### config.mk
export PLATFORM = sky130hd
export DESIGN_NAME = uart_pkt_rx
export DESIGN_NICKNAME = d
export VERILOG_FILES = /design/src/rtl/uart_pkt_pkg.sv /design/src/rtl/uart_pkt_buffer.sv /design/src/rtl/uart_pkt_rx.sv
export SDC_FILE = /design/constraint.sdc
export NUM_CORES = 1
export LEC_CHECK = 0
export ABC_AREA = 1
export CAP_MARGIN = 20
export CORE_ASPECT_RATIO = 0.9
export CORE_MARGIN = 4
export CORE_UTILIZATION = 62
export DETAILED_ROUTE_END_ITERATION = 10
export PLACE_DENSITY = 0.81
export SLEW_MARGIN = 10
export SYNTH_ARGS = -nofsm -noshare
export SYNTH_HDL_FRONTEND = slang
export SYNTH_SLANG_ARGS = --single-unit
### constraint.sdc
create_clock -name clk -period 4.1 [get_ports clk]
set_clock_uncertainty 0.05 [all_clocks]
set_input_delay 0.82 -clock clk [delete_from_list [all_inputs] [get_ports clk]]
set_output_delay 0.82 -clock clk [all_outputs]
set_load 0.005 [all_outputs]
### src/rtl/uart_pkt_pkg.sv
// Purpose: shared state encoding, default sync marker and width helper for the packet decoder.
// Latency: none (types and constants only).
// Backpressure: n/a.
package uart_pkt_pkg;

  typedef enum logic [2:0] {
    IDLE    = 3'd0,
    LEN     = 3'd1,
    PAYLOAD = 3'd2,
    CHECK   = 3'd3,
    DRAIN   = 3'd4
  } state_t;

  localparam logic [7:0] SYNC_BYTE_DEF = 8'hA5;

  // Width needed to hold a length value in the range 0..max_len.
  function automatic int len_w(input int max_len);
    return $clog2(max_len + 1);
  endfunction

endpackage

### src/rtl/uart_pkt_buffer.sv
// Purpose: MAX_LEN x DATA_BITS payload store, one synchronous write port and one combinational read port.
// Latency: write visible on the cycle after we; read is combinational.
// Backpressure: none; the caller sequences addresses.
module uart_pkt_buffer #(
  parameter int DATA_BITS = 8,
  parameter int MAX_LEN   = 16,
  parameter int AW        = $clog2(MAX_LEN)
) (
  input  logic                 clk,
  input  logic                 we,
  input  logic [AW-1:0]        waddr,
  input  logic [DATA_BITS-1:0] wdata,
  input  logic [AW-1:0]        raddr,
  output logic [DATA_BITS-1:0] rdata
);

  logic [DATA_BITS-1:0] r_mem [MAX_LEN];

  // Payload writes; contents need no reset because nothing reads them before a write.
  always_ff @(posedge clk) begin
    if (we) begin
      r_mem[waddr] <= wdata;
    end
  end

  assign rdata = r_mem[raddr];

endmodule

### src/rtl/uart_pkt_rx.sv
// Purpose: decodes SYNC/LEN/payload/CHK frames from the UART byte stream and replays good payloads (optional gap timeout: UART_PKT_TIMEOUT_EN).
// Latency: first payload byte valid 1 cycle after the CHK strobe; one byte per cycle while out_ready is high.
// Backpressure: out_ready low holds out_data/out_last; bytes arriving while draining are dropped with an overrun pulse.
module uart_pkt_rx
  import uart_pkt_pkg::*;
#(
  parameter int                   DATA_BITS    = 8,
  parameter int                   MAX_LEN      = 16,
  parameter logic [DATA_BITS-1:0] SYNC_BYTE    = DATA_BITS'(SYNC_BYTE_DEF),
  parameter int                   TIMEOUT_CLKS = 1_000_000
) (
  input  logic                         clk,
  input  logic                         rst,
  input  logic [DATA_BITS-1:0]         rx_byte,
  input  logic                         rx_cplt,
  output logic [DATA_BITS-1:0]         out_data,
  output logic                         out_valid,
  input  logic                         out_ready,
  output logic                         out_last,
  output logic [len_w(MAX_LEN)-1:0]    pkt_len,
  output logic                         pkt_ok,
  output logic                         pkt_err,
  output logic                         overrun,
  output logic                         busy
);

  localparam int LW = len_w(MAX_LEN);
  localparam int IW = $clog2(MAX_LEN);
  localparam logic [DATA_BITS-1:0] MAX_LEN_B = DATA_BITS'(MAX_LEN);

  state_t               r_state, w_state_nxt;
  logic                 r_rx_cplt_q;
  logic [LW-1:0]        r_len, w_len_nxt;
  logic [IW-1:0]        r_idx, w_idx_nxt;
  logic [IW-1:0]        r_rd_idx, w_rd_idx_nxt;
  logic [DATA_BITS-1:0] r_csum, w_csum_nxt;
  logic [LW-1:0]        r_pkt_len, w_pkt_len_nxt;
  logic                 r_pkt_ok, w_pkt_ok_nxt;
  logic                 r_pkt_err, w_pkt_err_nxt;
  logic                 r_overrun, w_overrun_nxt;

  logic                 w_stb;
  logic                 w_we;
  logic                 w_idx_last;
  logic                 w_rd_last;
  logic [DATA_BITS-1:0] w_rdata;
  logic                 w_timeout;

  // rx_cplt is high for two cycles per byte; the rising edge marks the byte once.
  assign w_stb      = rx_cplt & ~r_rx_cplt_q;
  assign w_idx_last = (LW'(r_idx) == (r_len - LW'(1)));
  assign w_rd_last  = (LW'(r_rd_idx) == (r_len - LW'(1)));

  uart_pkt_buffer #(
    .DATA_BITS (DATA_BITS),
    .MAX_LEN   (MAX_LEN),
    .AW        (IW)
  ) u_buf (
    .clk   (clk),
    .we    (w_we),
    .waddr (r_idx),
    .wdata (rx_byte),
    .raddr (r_rd_idx),
    .rdata (w_rdata)
  );

`ifdef UART_PKT_TIMEOUT_EN
  localparam int TW = (TIMEOUT_CLKS > 1) ? $clog2(TIMEOUT_CLKS) : 1;
  logic [TW-1:0] r_gap;
  logic          w_in_frame;

  assign w_in_frame = (r_state == LEN) || (r_state == PAYLOAD) || (r_state == CHECK);
  // A strobe always wins over an expiring gap, so a late-but-present byte is still taken.
  assign w_timeout  = w_in_frame && !w_stb && (r_gap == TW'(TIMEOUT_CLKS - 1));

  // Inter-byte gap counter: runs only mid-frame, restarts on every byte.
  always_ff @(posedge clk or posedge rst) begin
    if (rst) begin
      r_gap <= '0;
    end else if (w_stb || !w_in_frame || w_timeout) begin
      r_gap <= '0;
    end else begin
      r_gap <= r_gap + TW'(1);
    end
  end
`else
  // Timeout parameter is accepted for interface compatibility but has no effect here.
  localparam int unused_timeout_clks = TIMEOUT_CLKS;
  assign w_timeout = 1'b0;
`endif

  // State and datapath registers.
  always_ff @(posedge clk or posedge rst) begin
    if (rst) begin
      r_state     <= IDLE;
      r_rx_cplt_q <= 1'b0;
      r_len       <= '0;
      r_idx       <= '0;
      r_rd_idx    <= '0;
      r_csum      <= '0;
      r_pkt_len   <= '0;
      r_pkt_ok    <= 1'b0;
      r_pkt_err   <= 1'b0;
      r_overrun   <= 1'b0;
    end else begin
      r_state     <= w_state_nxt;
      r_rx_cplt_q <= rx_cplt;
      r_len       <= w_len_nxt;
      r_idx       <= w_idx_nxt;
      r_rd_idx    <= w_rd_idx_nxt;
      r_csum      <= w_csum_nxt;
      r_pkt_len   <= w_pkt_len_nxt;
      r_pkt_ok    <= w_pkt_ok_nxt;
      r_pkt_err   <= w_pkt_err_nxt;
      r_overrun   <= w_overrun_nxt;
    end
  end

  // Frame parser: next state, counters, checksum and status pulses.
  always_comb begin
    w_state_nxt   = r_state;
    w_len_nxt     = r_len;
    w_idx_nxt     = r_idx;
    w_rd_idx_nxt  = r_rd_idx;
    w_csum_nxt    = r_csum;
    w_pkt_len_nxt = r_pkt_len;
    w_pkt_ok_nxt  = 1'b0;
    w_pkt_err_nxt = 1'b0;
    w_overrun_nxt = 1'b0;
    w_we          = 1'b0;

    case (r_state)
      IDLE: begin
        if (w_stb && (rx_byte == SYNC_BYTE)) begin
          w_state_nxt = LEN;
        end
      end
      LEN: begin
        // A repeated SYNC value here is just an (illegal) length, never a resync.
        if (w_stb) begin
          if ((rx_byte == '0) || (rx_byte > MAX_LEN_B)) begin
            w_pkt_err_nxt = 1'b1;
            w_state_nxt   = IDLE;
          end else begin
            w_len_nxt   = LW'(rx_byte);
            w_csum_nxt  = rx_byte;
            w_idx_nxt   = '0;
            w_state_nxt = PAYLOAD;
          end
        end
      end
      PAYLOAD: begin
        if (w_stb) begin
          w_we       = 1'b1;
          w_csum_nxt = r_csum ^ rx_byte;
          if (w_idx_last) begin
            w_state_nxt = CHECK;
          end else begin
            w_idx_nxt = r_idx + IW'(1);
          end
        end
      end
      CHECK: begin
        if (w_stb) begin
          if (rx_byte == r_csum) begin
            w_pkt_ok_nxt  = 1'b1;
            w_pkt_len_nxt = r_len;
            w_rd_idx_nxt  = '0;
            w_state_nxt   = DRAIN;
          end else begin
            w_pkt_err_nxt = 1'b1;
            w_state_nxt   = IDLE;
          end
        end
      end
      DRAIN: begin
        w_overrun_nxt = w_stb;
        if (out_ready) begin
          if (w_rd_last) begin
            w_state_nxt = IDLE;
          end else begin
            w_rd_idx_nxt = r_rd_idx + IW'(1);
          end
        end
      end
      default: begin
        w_state_nxt = IDLE;
      end
    endcase

    if (w_timeout) begin
      w_pkt_err_nxt = 1'b1;
      w_state_nxt   = IDLE;
    end
  end

  // Outputs derive from registered state so reset clears them without waiting for a clock.
  assign out_valid = (r_state == DRAIN);
  assign out_data  = out_valid ? w_rdata : '0;
  assign out_last  = out_valid & w_rd_last;
  assign pkt_len   = r_pkt_len;
  assign pkt_ok    = r_pkt_ok;
  assign pkt_err   = r_pkt_err;
  assign overrun   = r_overrun;
  assign busy      = (r_state != IDLE);

endmodule
==> Word level (Yosys, flattened, before mapping) <==
Memory sizes are Yosys's and may differ from the RTL's.
Index checks and enable logic that the tools add are counted.
{ "word_totals": {"inputBits": 12, "ramBits": 128, "register_bits": 33, "n_memories": 1} }
{ "op_classes": {"reduce_logical": 13, "magnitude_cmp": 1, "add_sub_neg": 3, "eq_ne": 19, "mux": 38, "n_bitwise": 5} }
{ "mem_list": {"columns": ["memory", "depth", "word_bits", "rd", "rd_ports_with_merged_regs", "write_ports", "line_no", "source"], "rows": [
  ["u_buf.r_mem", 16, 8, 1, 0, 1, "uart_pkt_buffer.sv:17", "logic [DATA_BITS-1:0] r_mem [MAX_LEN];"]
]} }
{ "op_table": {"columns": ["cell", "count"], "rows": [
  ["$mux 4", 8],
  ["$mux 8", 4],
  ["$mux 3", 8],
  ["$ne 2x2->1 const B", 9],
  ["$pmux 4 s2", 2],
  ["$pmux 8 s2", 1],
  ["$pmux 3 s5", 1],
  ["$mux 1", 12],
  ["$eq 4x5->1", 2],
  ["$reduce_and 5->1", 2],
  ["$add 4x1->4 const B", 2],
  ["$eq 8x8->1", 1],
  ["$eq 8x8->1 const B", 1],
  ["$gt 8x5->1 const B", 1],
  ["$logic_not 8->1", 1],
  ["$xor 8x8->8", 1],
  ["$reduce_and 7->1", 1],
  ["$eq 3x2->1 const B", 2],
  ["$reduce_and 3->1", 2],
  ["$sub 5x1->5 const B", 1],
  ["$ne 2x1->1 const B", 2],
  ["$reduce_and 4->1", 1],
  ["$reduce_bool 2->1", 2],
  ["$eq 3x1->1 const B", 1],
  ["9 further kinds", 11]
]} }

==> Depth between registers and ports, before layout <==
Gate-level depths: netlist of run 1.
{ "logic_depth": {"depth_word": 6, "ltp_mapped": 13, "mapped_depth_nobuf": 13} }

==> By module <==
From an unflattened synthesis of run 1, not the netlist that was laid out.
{ "hier_totals": {"cells_unflattened": 847, "area_unflattened_um2": 7701.1} }
{ "modules_own_cells": {"columns": ["module", "area_each_um2", "cells_each", "seq_area_each_um2", "n_inst"], "rows": [
  ["uart_pkt_buffer", 5606.6, 543, 3843.7, 1],
  ["uart_pkt_rx", 2094.5, 304, 825.8, 1]
]} }

==> Least setup slack after synthesis of run 1 <==
Ideal clock, no wire load.
{ "synth_path": {"path_kind": "reg-to-output", "start": "register r_len[0]", "end": "output port out_last", "required_time_ns": 3.230, "stages_incl_launch_ff": 11, "setup_slack_ns": 1.912, "path_buffers": 0, "arrival_time_ns": 1.318, "cell_sequence": "dfrtp_1 > inv_2 > ha_1 > inv_1 > nand2_1 > nand2_1 > nor2_1 > nand2_1 > nor2_2 > nand3_2 > inv_1"} }
{ "synth_between": {"elab_chain_cells": 3} }
{ "synth_rtl": {"columns": ["element", "line_no", "source"], "rows": [
  ["start: declaration", "uart_pkt_rx.sv:33", "logic [LW-1:0] r_len, w_len_nxt;"],
  ["start signal: assignment", "uart_pkt_rx.sv:108", "r_len <= w_len_nxt;"],
  ["$sub 5x1->5", "uart_pkt_rx.sv:52", "assign w_rd_last = (LW'(r_rd_idx) == (r_len - LW'(1)));"],
  ["$eq 4x5->1", "uart_pkt_rx.sv:52", null],
  ["$and 1x1->1", "uart_pkt_rx.sv:200", "assign out_last = out_valid & w_rd_last;"],
  ["end: declaration", "uart_pkt_rx.sv:19", "output logic out_last,"]
]} }
Every way passes these cells.

==> Worst setup path after layout of run 1 <==
{ "layout_path": {"start": "register r_rd_idx[0]", "end": "output port out_data[6]"} }
{ "layout_between": {"elab_chain_cells": 2} }
{ "layout_rtl": {"columns": ["element", "line_no", "source"], "rows": [
  ["start: declaration", "uart_pkt_rx.sv:35", "logic [IW-1:0] r_rd_idx, w_rd_idx_nxt;"],
  ["start signal: assignment", "uart_pkt_rx.sv:110", "r_rd_idx <= w_rd_idx_nxt;"],
  ["$mem_v2 16x8", null, null],
  ["$mux 8", "uart_pkt_rx.sv:199", "assign out_data = out_valid ? w_rdata : '0;"],
  ["end: declaration", "uart_pkt_rx.sv:16", "output logic [DATA_BITS-1:0] out_data,"]
]} }
Every way passes these cells.

==> metrics, run 1 <==
R2R cell count 5; # clock sinks 161; CTS max path bufs 2; Slew @ Worst Pin 1.00 ns; post-CTS setup repair buffer count 0; chip height 110 microns; first-pass GRT wire length 27.1 mm; vias per std cell 6.00; crit path kind reg2out; sw frac 26.9%; DR vias 5270; final std cells w/o fill 879; Clock transition at path regs 0.06 ns; Root Driver clkbuf_16; Util after Layout 72.5%; # hold bufs at CTS 0; P_sw 1.12 mW; H-tree depth 4; Async SR Flop Fraction 20.5%; starting density of the core 63.3%; fillers 796; outcome finished clean; yosys warns 0; Worst R2R Setup Slack 1.76 ns; most common cell in the netlist edfxtp_1; final hold vios 0; Ports 31; area delta synth->final 14.6%; largest net degree at the start of global routing 69; register bit count reported by yosys 161; routed length per instance 19.7 microns; Multi-input gate area 2180 sq um; largest area contributor in the synthesized netlist edfxtp_1; Synthesized Nets 696; DR DRC count 0; worst-path fanout max 68; reg2reg start r_state[0]; initial antenna violation count 0; unrepaired setup endpoints after global routing false; Netlist cell types 35; worst endpoint required time 3.23 ns; FMAX 0.274 GHz; Die ar. 13400 sq um; Final min period 3.65 ns; Hold Crit Depth 2; final setup vio count 0; IO Port Bufs 30; Hold Path Sink pkt_len[2]; gr usage total 27.5%; reg2reg end u_buf.r_mem[14][3]; placed insts 847; # Max-Cap Violations 0; hold wc startpoint pkt_len[2]; sequential fraction of the synthesis area 64.8%; Final Wtd Congestion 0.976; Routed WL 17.3 mm; TNS Setup 0 ns; diodes inserted 0; initial drt markers 607; Peak supply drop 389 uV; Synth top area share 53.4%; pwr dens 506 nW/um^2; clock buffer count from CTS 17; worst rel slew slack 32.9%; Max Slew Vio Count 0; Post-synth top cells edfxtp_1 (128), nand2_1 (118), nor2_1 (113); clk_lat worst skew 0.42 ns; top cells by area, synth edfxtp_1 (53%), dfrtp_1 (11%), nand2_1 (6.1%); Avg Cell Area, Syn 10.6 sq um; internal power 3.06 mW; vias in the first global route 5058; area of the mapped netlist 7200 sq um; Final #Nets 728; Reg area 4670 sq um; clock power share 39.5%; remaining global-route overflow 0; part of the power in registers 46.3%; post_cts resized 0; Startpoint Class register; Row Count 37; hold crit path type reg2reg; cell count after synthesis 678; Leakage 3.09 nW; EDFF count, synth 128; Pre-Repair DR Iteration Count 6; Die W 122 microns; critical path data arrival time 2.78 ns; CTS tree yes; total core area 11400 sq um; layout cell share with drive strength beyond 1 10.9%; Top FF cell, synth edfxtp_1; DP HPWL 10.8 mm; Routed Antenna Nets 0; Final period util 89.0%; endpoint class of the critical path primary output; combinational fraction of design power 14.2%
==> registers in the layout (all words and copies together), names as in the netlist <==
signal       count
u_buf.r_mem    128
r_csum           8
pkt_len          5
r_len            5
r_idx            4
r_rd_idx         4
r_state          3
overrun          1
pkt_err          1
pkt_ok           1
r_rx_cplt_q      1
==> routing by layer <==
| metal | up-vias | part of all wire, % | GRT usage, % | wire (microns) |
|---|---|---|---|---|
| met3 | 53 | 8.6 | 6.07 | 1490 |
| met5 | - | 0 | 0 | 0 |
| met4 | 0 | 3.4 | 13.5 | 587 |
| met2 | 286 | 49 | 43.4 | 8460 |
| li1 | 2419 | - | - | - |
| met1 | 2512 | 39 | 36.6 | 6750 |
==> worst max-delay path, stage by stage (launching register included) <==
cell and delay (ns):
dfrtp_2 0.36, buf_4 0.53, o21ai_0 0.22, o22ai_1 0.34
o211ai_1 0.15, a21oi_1 0.18, clkdlybuf4s50_1 0.53
==> cell families (layout without fill, tap and decap cells) <==
kind of cell,Yosys count,count (layout),synth area share [%]
XOR/XNOR,5,5,0.608
buffers and inverters,79,124,4.97
AND/OR/NAND/NOR,279,279,16.4
adder cells (fa/ha/maj),6,6,1.04
flip-flops,161,161,64.8
AO/OA/AOI/OAI,148,148,12.1
==> worst max path at each step <==
| stage | slack, ns | from | depth (start not counted) | to |
|---|---|---|---|---|
| after global placement | 1.02 | rx_cplt | 7 | u_buf.r_mem[14][4] |
| after detailed placement | 0.94 | rx_byte[6] | 10 | r_rd_idx[1] |
| after floorplan | 1.91 | r_len[0] | 10 | out_last |
| after CTS | 0.50 | r_rd_idx[0] | 6 | out_data[6] |
| after global routing | 0.29 | r_rd_idx[0] | 6 | out_data[6] |
| final | 0.45 | r_rd_idx[0] | 6 | out_data[6] |
==> layout by cell type, fill, tap and decap left out, drive strengths merged <==
master | netlist | final
edfxtp | 128 | 128
nand2 | 123 | 123
nor2 | 121 | 121
o21ai | 96 | 96
inv | 47 | 49
dfrtp | 33 | 33
clkdlybuf4s50 | 0 | 30
o211ai | 27 | 27
nand3 | 26 | 26
clkbuf | 8 | 17
buf | 23 | 14
a21oi | 10 | 10
o22ai | 8 | 8
nand4 | 7 | 7
o221ai | 6 | 6
ha | 6 | 6
clkinv | 1 | 6
clkinvlp | 0 | 4
bufinv | 0 | 4
xor2 | 3 | 3
xnor2 | 2 | 2
nor3 | 2 | 2
a211oi | 1 | 1
==> final cells by class <==
class | count | share of cell area [%]
Sequential cell | 161 | 56.6
Inverter | 48 | 2.18
Tap cell | 156 | 2.36
Clock buffer | 17 | 5.15
Multi-Input combinational cell | 438 | 26.4
Timing Repair Buffer | 44 | 5.06
Clock inverter | 15 | 2.30
==> stage by stage <==
| stage | total power, mW | setup slack (ns) | cell area [sq um] | hold WS (ns) |
|---|---|---|---|---|
| after global routing | 4.34 | 0.289 | 8260 | 0.467 |
| after detailed placement | 2.54 | 0.937 | 7640 | 0.418 |
| after global placement | 2.50 | 1.02 | 7640 | 0.416 |
| after floorplan | 2.37 | 1.91 | 7200 | 0.419 |
| final | 4.18 | 0.452 | 8260 | 0.438 |
| after CTS | 4.17 | 0.497 | 8260 | 0.434 |
==> power by group through the flow <==
| stage | clock (mW) | sequential [mW] | combinational [mW] |
|---|---|---|---|
| CTS | 1.66 | 1.93 | 0.583 |
| finish | 1.65 | 1.94 | 0.593 |
| global route | 1.73 | 1.94 | 0.665 |
| detailed placement | 0 | 1.96 | 0.574 |
| global placement | 0 | 1.95 | 0.541 |
| floorplan | 0 | 1.93 | 0.430 |
Note: power is estimated with default switching activity, not from simulation.
==> run 2, diff against run 1 <==
GPL_ROUTABILITY_DRIVEN = 0   (was default)
SYNTH_HIERARCHICAL = 1   (was default)
==> run 2 against run 1 <==
  * Worst hold slack got worse by 0.0078 ns
  * Sequential power barely moved
  * Clock power rose by 3%
  * First-iteration DRC count rose by 33%
  * Total power rose by 1.9%
  * Critical path type unchanged
  * Critical endpoint is now out_last
  * Largest cell class unchanged
  * Largest power group unchanged
==> metrics, run 2 <==
most frequent cells in the layout nand2_1 (280), inv_1 (146), edfxtp_1 (128) (was edfxtp_1 (128), nand2_1 (118), nor2_1 (113)); layout cell share with drive strength beyond 1 6.96% (was 10.9%); pwr dens 487 nW/um^2 (was 506 nW/um^2); unrepaired setup endpoints after global routing false (unchanged); worst hold slack 0.430 ns (was 0.438 ns); Final Cell Area 8750 sq um (was 8260 sq um); yosys warns 6 (was 0); Leakage 3.91 nW (was 3.09 nW); Routed WL 18.7 mm (was 17.3 mm); Die W 125 microns (was 122 microns); Avg Cell Area, Syn 9.09 sq um (was 10.6 sq um); hold crit path type reg2reg (unchanged); final setup vio count 0 (unchanged); EDFF count, synth 128 (unchanged); Peak supply drop 396 uV (was 389 uV); Slew @ Worst Pin 0.895 ns (was 1.00 ns); dpl cell area 8110 sq um (was 7640 sq um); sequential fraction of the synthesis area 60.6% (was 64.8%); Clock transition at path regs 0.06 ns (about the same); pre-CTS WS 0.724 ns (was 0.937 ns); # clock sinks 161 (unchanged); Die ar. 14300 sq um (was 13400 sq um); DR DRC count 0 (unchanged); Hold Crit Depth 2 (unchanged); gr usage total 27.3% (was 27.5%); crit path kind reg2out (unchanged); remaining global-route overflow 0 (unchanged); initial drt markers 805 (was 607); Hold Path Sink pkt_len[4] (was pkt_len[2]); top cells by area, synth edfxtp_1 (50%), nand2_1 (14%), dfrtp_1 (11%) (was edfxtp_1 (53%), dfrtp_1 (11%), nand2_1 (6.1%)); commonest non-fill, non-tap cell in the layout nand2_1 (was edfxtp_1); Final min period 3.61 ns (was 3.65 ns); FMAX 0.277 GHz (was 0.274 GHz); Root Driver clkbuf_16 (unchanged); clk_lat worst skew 0.43 ns (was 0.42 ns); reg2reg start r_state[2] (was r_state[0]); Async SR Flop Fraction 20.5% (unchanged); Largest regs u_buf/r_mem: 128 flops, r_csum: 8 flops (was u_buf.r_mem: 128 flops, r_csum: 8 flops); routed length per instance 17.8 microns (was 19.7 microns); Synth top area share 49.9% (was 53.4%); largest register by flop count u_buf/r_mem (was u_buf.r_mem); Max Slew Vio Count 0 (unchanged); worst rel slew slack 40.1% (was 32.9%); endpoint class of the critical path primary output (unchanged); worst endpoint required time 3.23 ns (about the same); vias per std cell 5.67 (was 6.00); # Max-Cap Violations 0 (unchanged); Worst R2R Setup Slack 1.47 ns (was 1.76 ns); cell count after synthesis 847 (was 678); diodes inserted 0 (unchanged); reg2reg end u_buf/r_mem[9][4] (was u_buf.r_mem[14][3]); Util after Layout 72.2% (was 72.5%); Final #Nets 893 (was 728); R2R cell count 5 (unchanged); chip height 114 microns (was 110 microns); Post-synth top cells nand2_1 (280), inv_1 (146), edfxtp_1 (128) (was edfxtp_1 (128), nand2_1 (118), nor2_1 (113)); post_cts resized 0 (unchanged); largest net degree at the start of global routing 65 (was 69); most common cell in the netlist nand2_1 (was edfxtp_1); initial antenna violation count 0 (unchanged); clock power share 40.0% (was 39.5%); Pre-Repair DR Iteration Count 6 (unchanged); CTS tree yes (unchanged); Final Worst Setup Slack 0.492 ns (was 0.452 ns); internal power 3.14 mW (was 3.06 mW); CTS max path bufs 2 (unchanged); area delta synth->final 13.6% (was 14.6%); part of the power in registers 46.3% (about the same); worst-path fanout max 50 (was 68); IO Port Bufs 30 (unchanged); hold wc startpoint pkt_len[4] (was pkt_len[2]); starting density of the core 63.5% (was 63.3%); P_sw 1.11 mW (was 1.12 mW); Netlist cell types 30 (was 35); register bit count reported by yosys 161 (unchanged); critical path data arrival time 2.74 ns (was 2.78 ns); final std cells w/o fill 1051 (was 879); DR vias 5959 (was 5270); Ports 31 (unchanged); vias in the first global route 5948 (was 5058); area of the mapped netlist 7700 sq um (was 7200 sq um); outcome finished clean (unchanged); clock buffer count from CTS 17 (unchanged); Power Total 4.26 mW (was 4.18 mW); Synthesized Nets 862 (was 696); H-tree depth 4 (unchanged); # hold bufs at CTS 0 (unchanged); Routed Antenna Nets 0 (unchanged); Startpoint Class register (unchanged); max reg flops 128 (unchanged); placed insts 1019 (was 847); Final period util 88.0% (was 89.0%); combinational fraction of design power 13.7% (was 14.2%); first-pass GRT wire length 29.8 mm (was 27.1 mm); post-CTS setup repair buffer count 0 (unchanged); Top FF cell, synth edfxtp_1 (unchanged); sw frac 26.1% (was 26.9%); total core area 12100 sq um (was 11400 sq um); DP HPWL 11.9 mm (was 10.8 mm); TNS Setup 0 ns (unchanged); final hold vios 0 (unchanged); Row Count 38 (was 37); largest area contributor in the synthesized netlist edfxtp_1 (unchanged)
==> run 2: cell count changes after synthesis, sizes merged, moves of 3 or more <==
cell    before  now
nand3       26  119
o211ai      27    0
buf         23   29
nor2       121   45
a21oi       10    2
ha           6    3
inv         47  151
o21ai       96   29
nand3b       0    6
clkbuf       8    0
o22ai        8    0
nand2      123  284
o221ai       6    0
==> run 2: layer usage <==
| layer | track usage, % | up-vias | wire (microns) |
|---|---|---|---|
| li1 | - | 2757 | - |
| met3 | 7.02 | 66 | 1740 |
| met4 | 12.1 | 0 | 546 |
| met5 | 0 | - | 0 |
| met1 | 34.6 | 2765 | 7250 |
| met2 | 44.9 | 371 | 9130 |
==> run 2: cell type report <==
type | instances | area, sq um
fillers | 830 | 3380
repair buffers | 41 | 408
multi-input cells | 506 | 2260
clock inverters | 11 | 188
clock buffers | 21 | 450
flip-flops and latches | 161 | 4670
inverters | 151 | 567
well taps | 160 | 200
==> run 2: kinds of logic after synthesis <==
family / Yosys count / share of synthesized area (%)
and+or+nand+nor: 464 / 25.6
buffers and inverters: 180 / 9.96
xor gates and xnor gates: 7 / 0.796
adders and majority gates: 3 / 0.487
AOI/OAI and AO/OA: 32 / 2.53
DFF: 161 / 60.6
==> run 2: worst max path at each step <==
stage	from	depth (start not counted)	slack, ns	endpoint
floorplan	rx_cplt	6	1.76	u_buf/r_mem[12][0]
global placement	rx_cplt	6	0.89	u_buf/r_mem[5][7]
detailed placement	rx_byte[3]	11	0.72	r_idx[2]
CTS	r_rd_idx[0]	10	0.49	out_last
global route	r_rd_idx[0]	10	0.35	out_last
finish	r_rd_idx[0]	10	0.49	out_last
==> run 2: critical path: stages (launching register included) <==
cell,delay [ns]
dfrtp_2,0.61
buf_12,0.29
inv_1,0.12
nand2_1,0.09
nand2_1,0.05
nor2_1,0.11
nand2_1,0.07
nor2_1,0.19
nand3_1,0.18
inv_1,0.09
clkdlybuf4s50_1,0.50
==> run 2: power groups by stage <==
stage | Combinational, mW | Clock (mW) | Sequential, mW
2_1_floorplan | 0.401 | 0 | 1.97
3_3_place_gp | 0.533 | 0 | 1.99
3_5_place_dp | 0.565 | 0 | 2.00
4_1_cts | 0.574 | 1.72 | 1.96
5_1_grt | 0.659 | 1.79 | 1.98
6_report | 0.585 | 1.70 | 1.97
